**src/rtl/srlatch_seq_ctrl.sv**
```systemverilog
// srlatch_seq_ctrl -- sequencer/arbiter for a bank of gated SR latches.
//
// Two requesters (A, B) issue SET / RESET / TOGGLE commands over valid/ready.
// Grant is round-robin. Each command is played out as setup (s/r driven,
// e low) -> enable pulse (e high for PULSE_CYC cycles) -> hold (e low, s/r
// still driven, done pulse). s and r are never high together, and at most
// one enable bit is high. A shadow copy of the latch values is kept; TOGGLE
// resolves its direction from the shadow at accept time.
//
// Optional feature macro: SRLATCH_READBACK_EN
//   When defined, the latch_q port exists and, in hold, the addressed latch
//   output is compared with the new shadow value. A mismatch raises err with
//   done. The shadow still takes the commanded value.
//
// Ports
//   clk                  rising-edge clock
//   rst                  synchronous active-high reset
//   a_valid/a_ready      requester A handshake
//   a_op[1:0]            00 NOP, 01 SET, 10 RESET, 11 TOGGLE
//   a_idx[IDX_W-1:0]     requester A target latch
//   b_*                  same for requester B
//   done                 1-cycle pulse when a granted command completes
//   done_id              requester of the completing command (0=A, 1=B)
//   err                  with done: bad index (or readback mismatch)
//   latch_e/s/r          per-latch enable / set / reset
//   q_shadow             expected latch values
//   latch_q              actual latch outputs (readback build only)
module srlatch_seq_ctrl #(
  parameter int N_LATCH   = 4,
  parameter int IDX_W     = 2,
  parameter int PULSE_CYC = 2
) (
  input  logic               clk,
  input  logic               rst,
  input  logic               a_valid,
  output logic               a_ready,
  input  logic [1:0]         a_op,
  input  logic [IDX_W-1:0]   a_idx,
  input  logic               b_valid,
  output logic               b_ready,
  input  logic [1:0]         b_op,
  input  logic [IDX_W-1:0]   b_idx,
  output logic               done,
  output logic               done_id,
  output logic               err,
  output logic [N_LATCH-1:0] latch_e,
  output logic [N_LATCH-1:0] latch_s,
  output logic [N_LATCH-1:0] latch_r,
  output logic [N_LATCH-1:0] q_shadow
`ifdef SRLATCH_READBACK_EN
  ,
  input  logic [N_LATCH-1:0] latch_q
`endif
);

  localparam logic [1:0] OP_NOP    = 2'b00;
  localparam logic [1:0] OP_SET    = 2'b01;
  localparam logic [1:0] OP_RESET  = 2'b10;
  localparam int         CNT_W     = (PULSE_CYC > 1) ? $clog2(PULSE_CYC) : 1;
  localparam logic [N_LATCH-1:0] ONE = N_LATCH'(1);
  localparam logic [IDX_W:0]     NL  = (IDX_W+1)'(N_LATCH);

  typedef enum logic [1:0] {IDLE, SETUP, PULSE, HOLD} state_t;

  state_t             state_q, state_d;
  logic               prio_q;          // 0: A holds priority, 1: B
  logic [N_LATCH-1:0] shadow_q;
  logic [CNT_W-1:0]   cnt_q;
  logic               req_q;
  logic [1:0]         op_q;
  logic [IDX_W-1:0]   idx_q;
  logic               val_q;           // value the target latch is driven to

  logic               grant_b, accept;
  logic [1:0]         in_op;
  logic [IDX_W-1:0]   in_idx;
  logic               in_val;
  logic [N_LATCH-1:0] sel;
  logic               bad_idx, drive, rb_mis, pulse_last;

  // With no requester valid the priority holder is shown ready, so an idle
  // bus advertises who would win next.
  always_comb begin
    grant_b = prio_q;
    if (a_valid || b_valid)
      grant_b = b_valid && (!a_valid || prio_q);
  end

  assign a_ready = !rst && (state_q == IDLE) && !grant_b;
  assign b_ready = !rst && (state_q == IDLE) &&  grant_b;
  assign accept  = (a_valid && a_ready) || (b_valid && b_ready);

  assign in_op   = grant_b ? b_op  : a_op;
  assign in_idx  = grant_b ? b_idx : a_idx;

  // TOGGLE direction is frozen at accept from the shadow.
  always_comb begin
    case (in_op)
      OP_SET:   in_val = 1'b1;
      OP_RESET: in_val = 1'b0;
      default:  in_val = ~(|(shadow_q & (ONE << in_idx)));
    endcase
  end

  // An out-of-range index shifts the one-hot off the end, so no latch is hit.
  assign sel        = ONE << idx_q;
  assign bad_idx    = {1'b0, idx_q} >= NL;
  assign drive      = (op_q != OP_NOP) && !bad_idx;
  assign pulse_last = (cnt_q == CNT_W'(PULSE_CYC - 1));

`ifdef SRLATCH_READBACK_EN
  assign rb_mis = drive && ((|(latch_q & sel)) != val_q);
`else
  assign rb_mis = 1'b0;
`endif

  always_comb begin
    state_d = state_q;
    case (state_q)
      IDLE:    if (accept) state_d = (in_op == OP_NOP) ? HOLD : SETUP;
      SETUP:   state_d = PULSE;
      PULSE:   if (pulse_last) state_d = HOLD;
      default: state_d = IDLE;
    endcase
  end

  always_comb begin
    latch_e = '0;
    latch_s = '0;
    latch_r = '0;
    done    = 1'b0;
    err     = 1'b0;
    if (drive && (state_q != IDLE)) begin
      latch_s = val_q ? sel : '0;
      latch_r = val_q ? '0  : sel;
    end
    if (drive && (state_q == PULSE))
      latch_e = sel;
    if (state_q == HOLD) begin
      done = 1'b1;
      err  = bad_idx || rb_mis;
    end
  end

  assign done_id  = (state_q == HOLD) && req_q;
  assign q_shadow = shadow_q;

  // Control state: reset-cleared.
  always_ff @(posedge clk) begin
    if (rst) begin
      state_q  <= IDLE;
      prio_q   <= 1'b0;
      shadow_q <= '0;
      cnt_q    <= '0;
    end else begin
      state_q <= state_d;
      cnt_q   <= (state_q == PULSE) ? cnt_q + 1'b1 : '0;
      if (accept)
        prio_q <= ~grant_b;
      if ((state_q == PULSE) && pulse_last && drive)
        shadow_q <= val_q ? (shadow_q | sel) : (shadow_q & ~sel);
    end
  end

  // Command capture: only meaningful outside IDLE, so not reset.
  always_ff @(posedge clk) begin
    if (accept) begin
      req_q <= grant_b;
      op_q  <= in_op;
      idx_q <= in_idx;
      val_q <= in_val;
    end
  end

endmodule

```
**config.mk**
```make
export PLATFORM = sky130hd
export DESIGN_NAME = srlatch_seq_ctrl
export DESIGN_NICKNAME = d
export VERILOG_FILES = /design/src/rtl/srlatch_seq_ctrl.sv
export SDC_FILE = /design/constraint.sdc
export NUM_CORES = 1
export LEC_CHECK = 0
export ABC_CLOCK_PERIOD_IN_PS = 1900
export CAP_MARGIN = 20
export CELL_PAD_IN_SITES_DETAIL_PLACEMENT = 1
export CELL_PAD_IN_SITES_GLOBAL_PLACEMENT = 2
export CORE_UTILIZATION = 21
export CTS_CLUSTER_SIZE = 8
export DETAILED_ROUTE_END_ITERATION = 7
export PLACE_DENSITY = 0.71
export SLEW_MARGIN = 25
export SYNTH_ARGS = -nofsm -noshare
export SYNTH_HDL_FRONTEND = slang
export SYNTH_SLANG_ARGS = --single-unit
export TNS_END_PERCENT = 10
```
**constraint.sdc**
```tcl
create_clock -name clk -period 1.9 [get_ports clk]
set_input_delay 0.38 -clock clk [delete_from_list [all_inputs] [get_ports clk]]
set_output_delay 0.38 -clock clk [all_outputs]
set_load 0.02 [all_outputs]
```
==> run metrics <==
starting density of the core=22.5%; Boundary Pins=33; final worst slack=14.0 ps; sequential fraction of the synthesis area=40.4%; fin crit share=99.3%; FILL cells=453; final WL=2370 um; Final ANT Viol Nets=0; routed len/inst=11.7 um; FF-to-FF setup slack=160 ps; RSZ-0062 raised after global routing=yes; Overall Global Routing Usage=12.1%; Hold Buf Count CTS=0; number of synthesis warnings=0; Inserted Diodes=0; final max-slew violation count=0; DRC viols=0; VDD IR-drop max=401 uV; H-tree Lvls=1; Slowest Stage Delay on Critical Path=400 ps; Mean Syn Cell Area=8.42 um2; Via density=4.42; Post-synth EDFFs=6; TritonCTS clock tree=built; Yosys reg bits=14; die width=65.3 um; CP Max Fanout=4; multi-input logic area=543 um2; P_leak=0.618 nW; Peak Freq=530 MHz; post-synth top area share=21.4%; Worst Hold Class=flop to flop; cell area after synthesis=842 um2; Post CTS Setup Buffer Count=0; overflow left after global routing=0; Area Overhead vs Synth=74.7%; Clock Sinks=14; Place WS=-706 ps; WHS Path Cells=2; Final Net Count=172; row cnt=22; clk buf depth=2; Setup CP Type=flop to primary output; Placer Congestion=0.712; Worst R2R Path Depth=6; number of CTS-inserted buffers=3; PwrDens=1020 nW/um2; Clock Pin Slew Worst Setup and Hold Paths=60 ps; IO Port Bufs=31; Unique masters post-synth=29; Synth area leaders=edfxtp_1 (21%), dfxtp_1 (19%), nor2_1 (9.4%); Final setup viols=0; Reg area=342 um2; DIE AREA=4270 um2; crit path capture type=primary output; antenna violations before repair=0; clock latency on the worst-skew pair=250 ps; post-synthesis async set-or-reset flop share=0%; first-pass GRT wire length=4060 um; share of cells above drive strength 1=36.4%; CP cell instances=inv_1 > ha_1 > or3_4 > nor3_2 > buf_4; syn_nets=117; Fin. Hold Viols=0; Clock Skew=4.93 ps; DRT Pass-1 Iters=2; status=finished, final reports clean; Vias=893; most common flop cell mapped by yosys=dfxtp_1; post-route core utilization=39.3%; largest net degree at the start of global routing=10; Critical Path Start Type=flop; slowest CP cell=or3_4; DP Wirelength=2000 um; Max Cap Viol=0; Worst R2R Start=prio_q; WP data required=1520 ps; r2r endpoint=val_q; Initial DRC Count=8; leading area contributor after synthesis=edfxtp_1; Tmin final=1890 ps; Arr. time, crit path=1510 ps; kind of cell adding the most delay to the critical path=simple AND/OR/NAND/NOR gates; die height=65.3 um; vias in the first global route=946; hold_ws=513 ps; CORE AREA=3740 um2; Synth Instances=100; CP Buf/Inv Count=2; Root Buffer=clkbuf_8
## worst register-to-register path: cells and delay by family, from the launching register on
family / cells / cell delay, ps
AO/OA/AOI/OAI: 3 / 630
flip-flops: 1 / 320
adder cells (fa/ha/maj): 1 / 280
multiplexers: 1 / 210
buffers and inverters: 1 / 40
## metal layers
| metal | track usage (%) | routed length, um | vias to the layer above |
|---|---|---|---|
| met5 | 0 | 0 | - |
| met4 | 5.71 | 38 | 0 |
| met3 | 0.521 | 54 | 4 |
| met2 | 22.6 | 1240 | 20 |
| met1 | 14.1 | 1040 | 420 |
| li1 | - | - | 449 |
## per-stage QoR
step / area (um2) / setup TNS (ps) / instances / total power [W]
final: 1470 / 0 / 202 / 0.00151
after global routing: 1470 / -195 / 202 / 0.00161
after CTS: 1450 / -92.5 / 202 / 0.00150
after detailed placement: 1380 / -5350 / 198 / 0.00118
after global placement: 1380 / -4500 / 198 / 0.00116
after floorplan: 862 / -22.0 / 100 / 0.000816
## cell usage after synthesis (2+ instances only)
master    count
mux2i_1       4
dfxtp_1       8
a21oi_1       7
nand2_1       8
nor2b_1       2
inv_1         7
nor2_1       21
o21ai_0       4
or3_1         3
nand2b_1      5
edfxtp_1      6
nor3_1        4
ha_1          5
## repair_timing
| item | in CTS | in global routing |
|---|---|---|
| endpoints found under the hold margin | 0 | 0 |
| cloned | 0 | 0 |
| pin swaps | 5 | 2 |
| setup endpoints to repair | 19 | 14 |
| gates resized for setup | 67 | 18 |
## final cells by class
class                   instances  share of cell area [%]
flip-flops and latches         14                    23.2
clock buffers                   4                    3.74
repair buffers                 53                    30.0
multi-input cells              75                    36.9
well taps                      48                    4.08
inverters                       8                    2.04
## how the worst max path moves through the flow
stage,from,to,slack [ps],depth (start not counted)
after global placement,b_valid,b_ready,-550,5
after global routing,state_q[0],latch_r[1],-60,5
final,state_q[0],latch_r[0],10,5
after floorplan,b_valid,val_q,-20,8
after detailed placement,b_valid,val_q,-710,6
after CTS,state_q[0],latch_s[0],-50,7
## cells in the final DEF, fill, tap and decap left out, drive strengths merged
cell and count:
buf 32, a211oi 1, nand2 8, or3 3, clkbuf 5, nor2b 2, o21ai 5, dfxtp 8
mux2 1, mux2i 4, a221o 1, ha 5, edfxtp 6, a21oi 8, a211o 1, a311oi 1
inv 8, conb 1, and2 1, o2111a 1, nand2b 5, a21o 1, dlygate4sd2 3, clkdlybuf4s50 13
nor2 21, o211ai 1, nor3 4, clkdlybuf4s15 4
## cell families (layout without fill, tap and decap cells)
| group | Yosys count | after routing | synth area share (%) |
|---|---|---|---|
| simple gates | 44 | 44 | 23.5 |
| compound gates | 20 | 20 | 15.5 |
| flops | 14 | 14 | 40.4 |
| buf+inv | 11 | 65 | 6.24 |
| fa+ha+maj | 5 | 5 | 7.43 |
| mux | 5 | 5 | 6.54 |
| other cells | 1 | 1 | 0.445 |
## report_power, final
part | leakage [nW] | switching, W | internal, W
logic | 0.467 | 0.000408 | 0.000386
registers | 0.122 | 0.0000336 | 0.000389
clock network | 0.0288 | 0.000107 | 0.000184
total | 0.618 | 0.000549 | 0.000958
Power figures use the tool's default switching activity.
